## src/rtl/fcp_link_channel.sv

```systemverilog
// fcp_link_channel: FCP transport channel between the switch FCP source and
// the injector FCP sink. Messages pass through a fixed-length delay pipe and
// then enter a receive FIFO drained with ready/valid. A message whose VC
// matches the FIFO tail may overwrite that tail (coalescing). Messages that
// find the FIFO full are dropped and counted.
//
// Ports:
//   clk, rst             clock, synchronous active-high reset
//   s_fcp_*              source message (no backpressure, one per cycle)
//   m_fcp_*              head-of-FIFO message with ready/valid handshake
//   clear_stats          one-cycle pulse zeroing counters, reloading high water
//   stat_*_count         rx / tx / drop / coalesce event counters
//   fifo_level           current FIFO occupancy
//   fifo_high_water      peak occupancy since reset or last clear
module fcp_link_channel #(
    parameter int unsigned QUEUE_INDEX_WIDTH = 5,
    parameter int unsigned STAT_WIDTH        = 32,
    parameter int unsigned LATENCY_CYCLES    = 4,
    parameter int unsigned FIFO_DEPTH        = 16,
    parameter int unsigned COALESCE_EN       = 1,
    parameter int unsigned CNT_WIDTH         = 32
) (
    input  logic                           clk,
    input  logic                           rst,
    input  logic                           s_fcp_valid,
    input  logic [QUEUE_INDEX_WIDTH-1:0]   s_fcp_vc,
    input  logic [STAT_WIDTH-1:0]          s_fcp_fccl,
    input  logic [STAT_WIDTH-1:0]          s_fcp_qlen,
    input  logic [STAT_WIDTH-1:0]          s_fcp_fccr,
    output logic                           m_fcp_valid,
    input  logic                           m_fcp_ready,
    output logic [QUEUE_INDEX_WIDTH-1:0]   m_fcp_vc,
    output logic [STAT_WIDTH-1:0]          m_fcp_fccl,
    output logic [STAT_WIDTH-1:0]          m_fcp_qlen,
    output logic [STAT_WIDTH-1:0]          m_fcp_fccr,
    input  logic                           clear_stats,
    output logic [CNT_WIDTH-1:0]           stat_rx_count,
    output logic [CNT_WIDTH-1:0]           stat_tx_count,
    output logic [CNT_WIDTH-1:0]           stat_drop_count,
    output logic [CNT_WIDTH-1:0]           stat_coalesce_count,
    output logic [$clog2(FIFO_DEPTH):0]    fifo_level,
    output logic [$clog2(FIFO_DEPTH):0]    fifo_high_water
);

    localparam int unsigned QW    = QUEUE_INDEX_WIDTH;
    localparam int unsigned SW    = STAT_WIDTH;
    localparam int unsigned PTR_W = $clog2(FIFO_DEPTH);
    localparam int unsigned LVL_W = PTR_W + 1;

    // FIFO write candidate (delay pipe output or raw input)
    logic          cand_valid;
    logic [QW-1:0] cand_vc;
    logic [SW-1:0] cand_fccl;
    logic [SW-1:0] cand_qlen;
    logic [SW-1:0] cand_fccr;

    generate
        if (LATENCY_CYCLES == 0) begin : g_no_delay
            assign cand_valid = s_fcp_valid;
            assign cand_vc    = s_fcp_vc;
            assign cand_fccl  = s_fcp_fccl;
            assign cand_qlen  = s_fcp_qlen;
            assign cand_fccr  = s_fcp_fccr;
        end else begin : g_delay
            logic [LATENCY_CYCLES-1:0] pipe_valid;
            logic [QW-1:0]             pipe_vc   [LATENCY_CYCLES];
            logic [SW-1:0]             pipe_fccl [LATENCY_CYCLES];
            logic [SW-1:0]             pipe_qlen [LATENCY_CYCLES];
            logic [SW-1:0]             pipe_fccr [LATENCY_CYCLES];

            // Valid shift register; reset discards in-flight messages
            always_ff @(posedge clk) begin
                if (rst) begin
                    pipe_valid <= '0;
                end else begin
                    pipe_valid[0] <= s_fcp_valid;
                    for (int i = 1; i < int'(LATENCY_CYCLES); i++) begin
                        pipe_valid[i] <= pipe_valid[i-1];
                    end
                end
            end

            // Payload shift register; qualified by pipe_valid, so no reset
            always_ff @(posedge clk) begin
                pipe_vc[0]   <= s_fcp_vc;
                pipe_fccl[0] <= s_fcp_fccl;
                pipe_qlen[0] <= s_fcp_qlen;
                pipe_fccr[0] <= s_fcp_fccr;
                for (int i = 1; i < int'(LATENCY_CYCLES); i++) begin
                    pipe_vc[i]   <= pipe_vc[i-1];
                    pipe_fccl[i] <= pipe_fccl[i-1];
                    pipe_qlen[i] <= pipe_qlen[i-1];
                    pipe_fccr[i] <= pipe_fccr[i-1];
                end
            end

            assign cand_valid = pipe_valid[LATENCY_CYCLES-1];
            assign cand_vc    = pipe_vc[LATENCY_CYCLES-1];
            assign cand_fccl  = pipe_fccl[LATENCY_CYCLES-1];
            assign cand_qlen  = pipe_qlen[LATENCY_CYCLES-1];
            assign cand_fccr  = pipe_fccr[LATENCY_CYCLES-1];
        end
    endgenerate

    // FIFO storage and control state
    logic [QW-1:0]    mem_vc   [FIFO_DEPTH];
    logic [SW-1:0]    mem_fccl [FIFO_DEPTH];
    logic [SW-1:0]    mem_qlen [FIFO_DEPTH];
    logic [SW-1:0]    mem_fccr [FIFO_DEPTH];
    logic [PTR_W-1:0] wr_ptr;
    logic [PTR_W-1:0] rd_ptr;
    logic [LVL_W-1:0] count;

    logic             pop;
    logic [PTR_W-1:0] tail_ptr;
    logic             do_coal;
    logic             do_push;
    logic             do_drop;
    logic [LVL_W-1:0] count_next;

    // Write decision: coalesce, else push, else drop
    always_comb begin
        pop        = 1'b0;
        tail_ptr   = '0;
        do_coal    = 1'b0;
        do_push    = 1'b0;
        do_drop    = 1'b0;
        count_next = count;

        pop      = (count != '0) && m_fcp_ready;
        tail_ptr = wr_ptr - PTR_W'(1);
        // When the only entry is being popped the tail is leaving, so the
        // candidate must allocate a fresh entry instead of overwriting it.
        do_coal  = (COALESCE_EN != 0) && cand_valid && (count != '0) &&
                   (mem_vc[tail_ptr] == cand_vc) &&
                   !((count == LVL_W'(1)) && pop);
        do_push  = cand_valid && !do_coal &&
                   ((count < LVL_W'(FIFO_DEPTH)) || pop);
        do_drop  = cand_valid && !do_coal && !do_push;
        count_next = count + LVL_W'(do_push) - LVL_W'(pop);
    end

    // Pointers and occupancy
    always_ff @(posedge clk) begin
        if (rst) begin
            wr_ptr <= '0;
            rd_ptr <= '0;
            count  <= '0;
        end else begin
            if (do_push) begin
                wr_ptr <= wr_ptr + PTR_W'(1);
            end
            if (pop) begin
                rd_ptr <= rd_ptr + PTR_W'(1);
            end
            count <= count_next;
        end
    end

    // Entry storage; contents beyond count are don't-care, so no reset
    always_ff @(posedge clk) begin
        if (do_push) begin
            mem_vc[wr_ptr]   <= cand_vc;
            mem_fccl[wr_ptr] <= cand_fccl;
            mem_qlen[wr_ptr] <= cand_qlen;
            mem_fccr[wr_ptr] <= cand_fccr;
        end else if (do_coal) begin
            mem_vc[tail_ptr]   <= cand_vc;
            mem_fccl[tail_ptr] <= cand_fccl;
            mem_qlen[tail_ptr] <= cand_qlen;
            mem_fccr[tail_ptr] <= cand_fccr;
        end
    end

    // Statistics; clear_stats wins over same-cycle events
    always_ff @(posedge clk) begin
        if (rst) begin
            stat_rx_count       <= '0;
            stat_tx_count       <= '0;
            stat_drop_count     <= '0;
            stat_coalesce_count <= '0;
            fifo_high_water     <= '0;
        end else if (clear_stats) begin
            stat_rx_count       <= '0;
            stat_tx_count       <= '0;
            stat_drop_count     <= '0;
            stat_coalesce_count <= '0;
            fifo_high_water     <= count;
        end else begin
            if (cand_valid) begin
                stat_rx_count <= stat_rx_count + CNT_WIDTH'(1);
            end
            if (pop) begin
                stat_tx_count <= stat_tx_count + CNT_WIDTH'(1);
            end
            if (do_drop) begin
                stat_drop_count <= stat_drop_count + CNT_WIDTH'(1);
            end
            if (do_coal) begin
                stat_coalesce_count <= stat_coalesce_count + CNT_WIDTH'(1);
            end
            if (count_next > fifo_high_water) begin
                fifo_high_water <= count_next;
            end
        end
    end

    // Head presentation; fields read as zero while empty
    assign m_fcp_valid = (count != '0);
    assign m_fcp_vc    = m_fcp_valid ? mem_vc[rd_ptr]   : '0;
    assign m_fcp_fccl  = m_fcp_valid ? mem_fccl[rd_ptr] : '0;
    assign m_fcp_qlen  = m_fcp_valid ? mem_qlen[rd_ptr] : '0;
    assign m_fcp_fccr  = m_fcp_valid ? mem_fccr[rd_ptr] : '0;
    assign fifo_level  = count;

endmodule
```

## config.mk

```make
export PLATFORM = sky130hd
export DESIGN_NAME = fcp_link_channel
export DESIGN_NICKNAME = d
export VERILOG_FILES = /design/src/rtl/fcp_link_channel.sv
export SDC_FILE = /design/constraint.sdc
export NUM_CORES = 2
export LEC_CHECK = 0
export BUFFER_PORTS_ARGS = -buffer_cell sky130_fd_sc_hd__buf_2
export CELL_PAD_IN_SITES_DETAIL_PLACEMENT = 0
export CELL_PAD_IN_SITES_GLOBAL_PLACEMENT = 1
export CORE_MARGIN = 3
export CORE_UTILIZATION = 45
export DETAILED_ROUTE_END_ITERATION = 8
export GPL_ROUTABILITY_DRIVEN = 0
export PLACE_DENSITY = 0.7
export SYNTH_ARGS = -nofsm -noshare
export SYNTH_HDL_FRONTEND = slang
export SYNTH_SLANG_ARGS = --single-unit
export TNS_END_PERCENT = 20
```

## constraint.sdc

```tcl
create_clock -name clk -period 10.6 [get_ports clk]
set_input_delay 0.53 -clock clk [delete_from_list [all_inputs] [get_ports clk]]
set_output_delay 0.53 -clock clk [all_outputs]
set_load 0.05 [all_outputs]
```

==> impl_metrics.ini <==
[status]
outcome = finished, final reports clean

[global_routing]
antenna_found_initial = 2
grt-ovfl-total = 0
grt_max_degree = 139
grt_use_total = 0.1903
grt_pass1_wl_mm = 248.4
first_global_vias = 37480

[synthesis]
synth_cells = 3689
synth_top_cells_by_count = edfxtp_1 (1,616), dfxtp_1 (558), mux4_2 (522), and2_1 (117), clkbuf_1 (110)
synth_cell_types = 61
synth_xor_area_frac = 0.01010
syn_area_um2 = 77300
async_flop_share = 0
ys_seq_elements = 2174
synth-simple-area-share = 0.03569
yosysSeqAreaShare = 0.7723
ys_top_cells_by_area = edfxtp_1 (63%), mux4_2 (15%), dfxtp_1 (14%)
synth_edf_count = 1616
synth_area_per_cell_um2 = 20.95
synth_mux_area_frac = 0.1569
synth-adder-area-share = 0.003173
synth_top_family_by_area = multiplexers
synth_area_leader_cell = edfxtp_1
synth_compound_area_frac = 0.01143
synth_top_area_share = 0.6278
ys.flop_type = edfxtp_1
yosysMostFrequentCell = edfxtp_1
syn-num-nets = 3814
yosys_warnings = 0

[setup_path]
crit_type = reg2reg
cp-start-kind = flop
r2r_start = wr_ptr[0]
r2r_cells = 13
end_kind = flop
critPathLaunch = wr_ptr[0]
crit_chain = buf_4 > clkinv_1 > ha_1 > xnor2_4 > mux4_2 > xnor2_1 > or3_1 > a2111oi_4 > buf_4 > and2_0 > a32oi_1 > nor2_4 > buf_4
slowest_delay_ns = 0.88
crit_slowest_cell = buf_4
cp_common_cell = buf_4
cp.required_ns = 11.02
worstPathArrival_ns = 7.65
crit_fanout = 47

[clocking]
cts_tree = yes
clock_tree.root_cell = clkbuf_16
clock_sinks = 2174
clk-insertion-delay-late_ns = 0.86
clkTransAtPathRegs_ns = 0.06
cts_made_buffers = 217
hold_buffers = 102
htreeDepth = 4
postCtsSetupRepairBufs = 0
cts-resized-gates = 0
clock_path_buffers = 3

[routing]
routed_wl_mm = 166.4
ant_nets = 0
routed-via-count = 36560
post_drt_wl_per_cell_um = 25.01
remaining_drc_errors = 0
viasPerCell = 5.496
first_pass_iters = 5
drtIter0Drc = 3354

[finish]
fillCellCount = 13110
layout-drive-gt1-share = 0.2983
regArea_um2 = 59710
multi_input_area_um2 = 16910
layout.nets = 4361
area_delta_synth_final_pct = 16.99

[power]
p_leak_uw = 0.02975
vdd_drop_max_mv = 0.1900
power.density_nw_per_um2 = 235.4

[floorplanning]
die_area_um2 = 176800
core_um2 = 170000
row_count = 151
die_y_um = 420.5
start_util = 0.4546
die_w_um = 420.5
io-pin-count = 346

[sta]
holdWs_ns = 0.2416
fin_skew_ns = 0.07864
max_freq_mhz = 138.5
rsz0062_at_grt = no
period_share = 0.6813
final_max_slew_viol_count = 0
final-hold-violation-count = 0
worst_pin_slew_ns = 1.235
period_needed_ns = 7.222
fin_tns_setup_ns = 0
maxSlewHeadroom = 0.1768
setup_violations = 0

[place]
io_buffers = 345
dp_hpwl_mm = 89.95

[run]
max_cap_viol_count = 0

[worst_hold_path]
whs_path_depth = 3
worstHoldStart = clear_stats
hp-class = in2reg
## final timing paths
kind	end	slack (ns)
worst min-delay path	fifo_high_water[3]	0.24
worst max-delay path	mem_fccl[14][13]	3.38
worst max register to register	mem_fccl[14][13]	3.38
worst min register to register	g_delay.pipe_qlen[3][4]	0.32
## logic make-up after synthesis
kind of cell    after synthesis
buf+inv                     202
flops                      2174
xor+xnor                     87
compound gates              133
simple gates                515
fa+ha+maj                    19
mux                         559
## report_power, final
group / switching (µW) / leakage [µW] / internal [µW]
Combinational: 2340 / 0.00679 / 1610
Sequential: 162 / 0.0192 / 9240
Clock: 3270 / 0.00378 / 4670
Total: 5770 / 0.0297 / 15500
## cells in the final DEF, fill, tap and decap left out, types with 11 or more instances in the layout
| cell type | Yosys | final |
|---|---|---|
| nand2_1 | 81 | 81 |
| nor2_1 | 106 | 104 |
| xor2_1 | 51 | 51 |
| o21ai_0 | 25 | 25 |
| o31ai_1 | 12 | 12 |
| clkbuf_8 | 0 | 41 |
| xnor2_1 | 35 | 35 |
| nand4_1 | 43 | 43 |
| nor3_1 | 11 | 11 |
| edfxtp_1 | 1616 | 1616 |
| nand3_1 | 36 | 36 |
| and3_1 | 29 | 29 |
| dlygate4sd3_1 | 0 | 102 |
| dfxtp_1 | 558 | 554 |
| clkinv_1 | 1 | 14 |
| and2_1 | 117 | 111 |
| clkbuf_1 | 110 | 38 |
| or3_1 | 33 | 33 |
| nor2b_1 | 21 | 13 |
| clkbuf_16 | 0 | 226 |
| inv_1 | 30 | 30 |
| bufinv_16 | 0 | 18 |
| or4_1 | 13 | 13 |
| buf_2 | 8 | 345 |
| buf_4 | 7 | 43 |
| mux4_2 | 522 | 522 |
| ha_1 | 18 | 18 |
| a21oi_1 | 44 | 44 |
| clkinv_2 | 0 | 42 |
| mux2i_1 | 33 | 33 |
## layer usage
| layer | track usage | wire [µm] | up-vias |
|---|---|---|---|
| met3 | 0.03818 | 10960 | 219 |
| li1 | - | - | 16020 |
| met2 | 0.3083 | 81610 | 1082 |
| met5 | 0 | 0 | - |
| met1 | 0.2651 | 70280 | 19240 |
| met4 | 0.05131 | 3537 | 0 |
## metrics by stage
| stage | instances | cell area (µm²) | utilization | total power, µW | worst slack [ns] |
|---|---|---|---|---|---|
| after floorplan | 3689 | 77300 | - | 12540 | 1.888 |
| after detailed placement | 6133 | 81720 | 0.4806 | 13600 | 3.322 |
| after global placement | 6133 | 81720 | 0.4806 | 13610 | 3.330 |
| after CTS | 6650 | 90430 | 0.5318 | 21580 | 3.335 |
| final | 6652 | 90430 | 0.5318 | 21290 | 3.379 |
| after global routing | 6650 | 90430 | 0.5318 | 22140 | 2.931 |
## worst max-delay path, delay by kind of cell (launching register included)
family | cells | cell delay (ns)
AOI/OAI and AO/OA | 2 | 0.83
xor gates and xnor gates | 2 | 0.60
adders and majority gates | 1 | 0.46
buffers and inverters | 4 | 2.04
DFF | 1 | 0.30
muxes | 1 | 0.59
and+or+nand+nor | 3 | 1.95
## final cells by class
type                            count  share of cell area
Tap cell                         2218             0.03069
Clock buffer                      311             0.07071
Inverter                           32            0.001328
Multi-Input combinational cell   1313              0.1869
Timing Repair Buffer              498             0.03572
Clock inverter                    104             0.01428
Sequential cell                  2174              0.6603
Antenna cell                        2          0.00005534
## state kept, by name (all words and copies together), names as in the netlist, 80 cells and up, named ones only
name	count
g_delay.pipe_fccr	128
mem_qlen	512
g_delay.pipe_qlen	128
mem_fccr	512
g_delay.pipe_fccl	128
mem_fccl	512
mem_vc	80
Power figures use the tool's default switching activity.
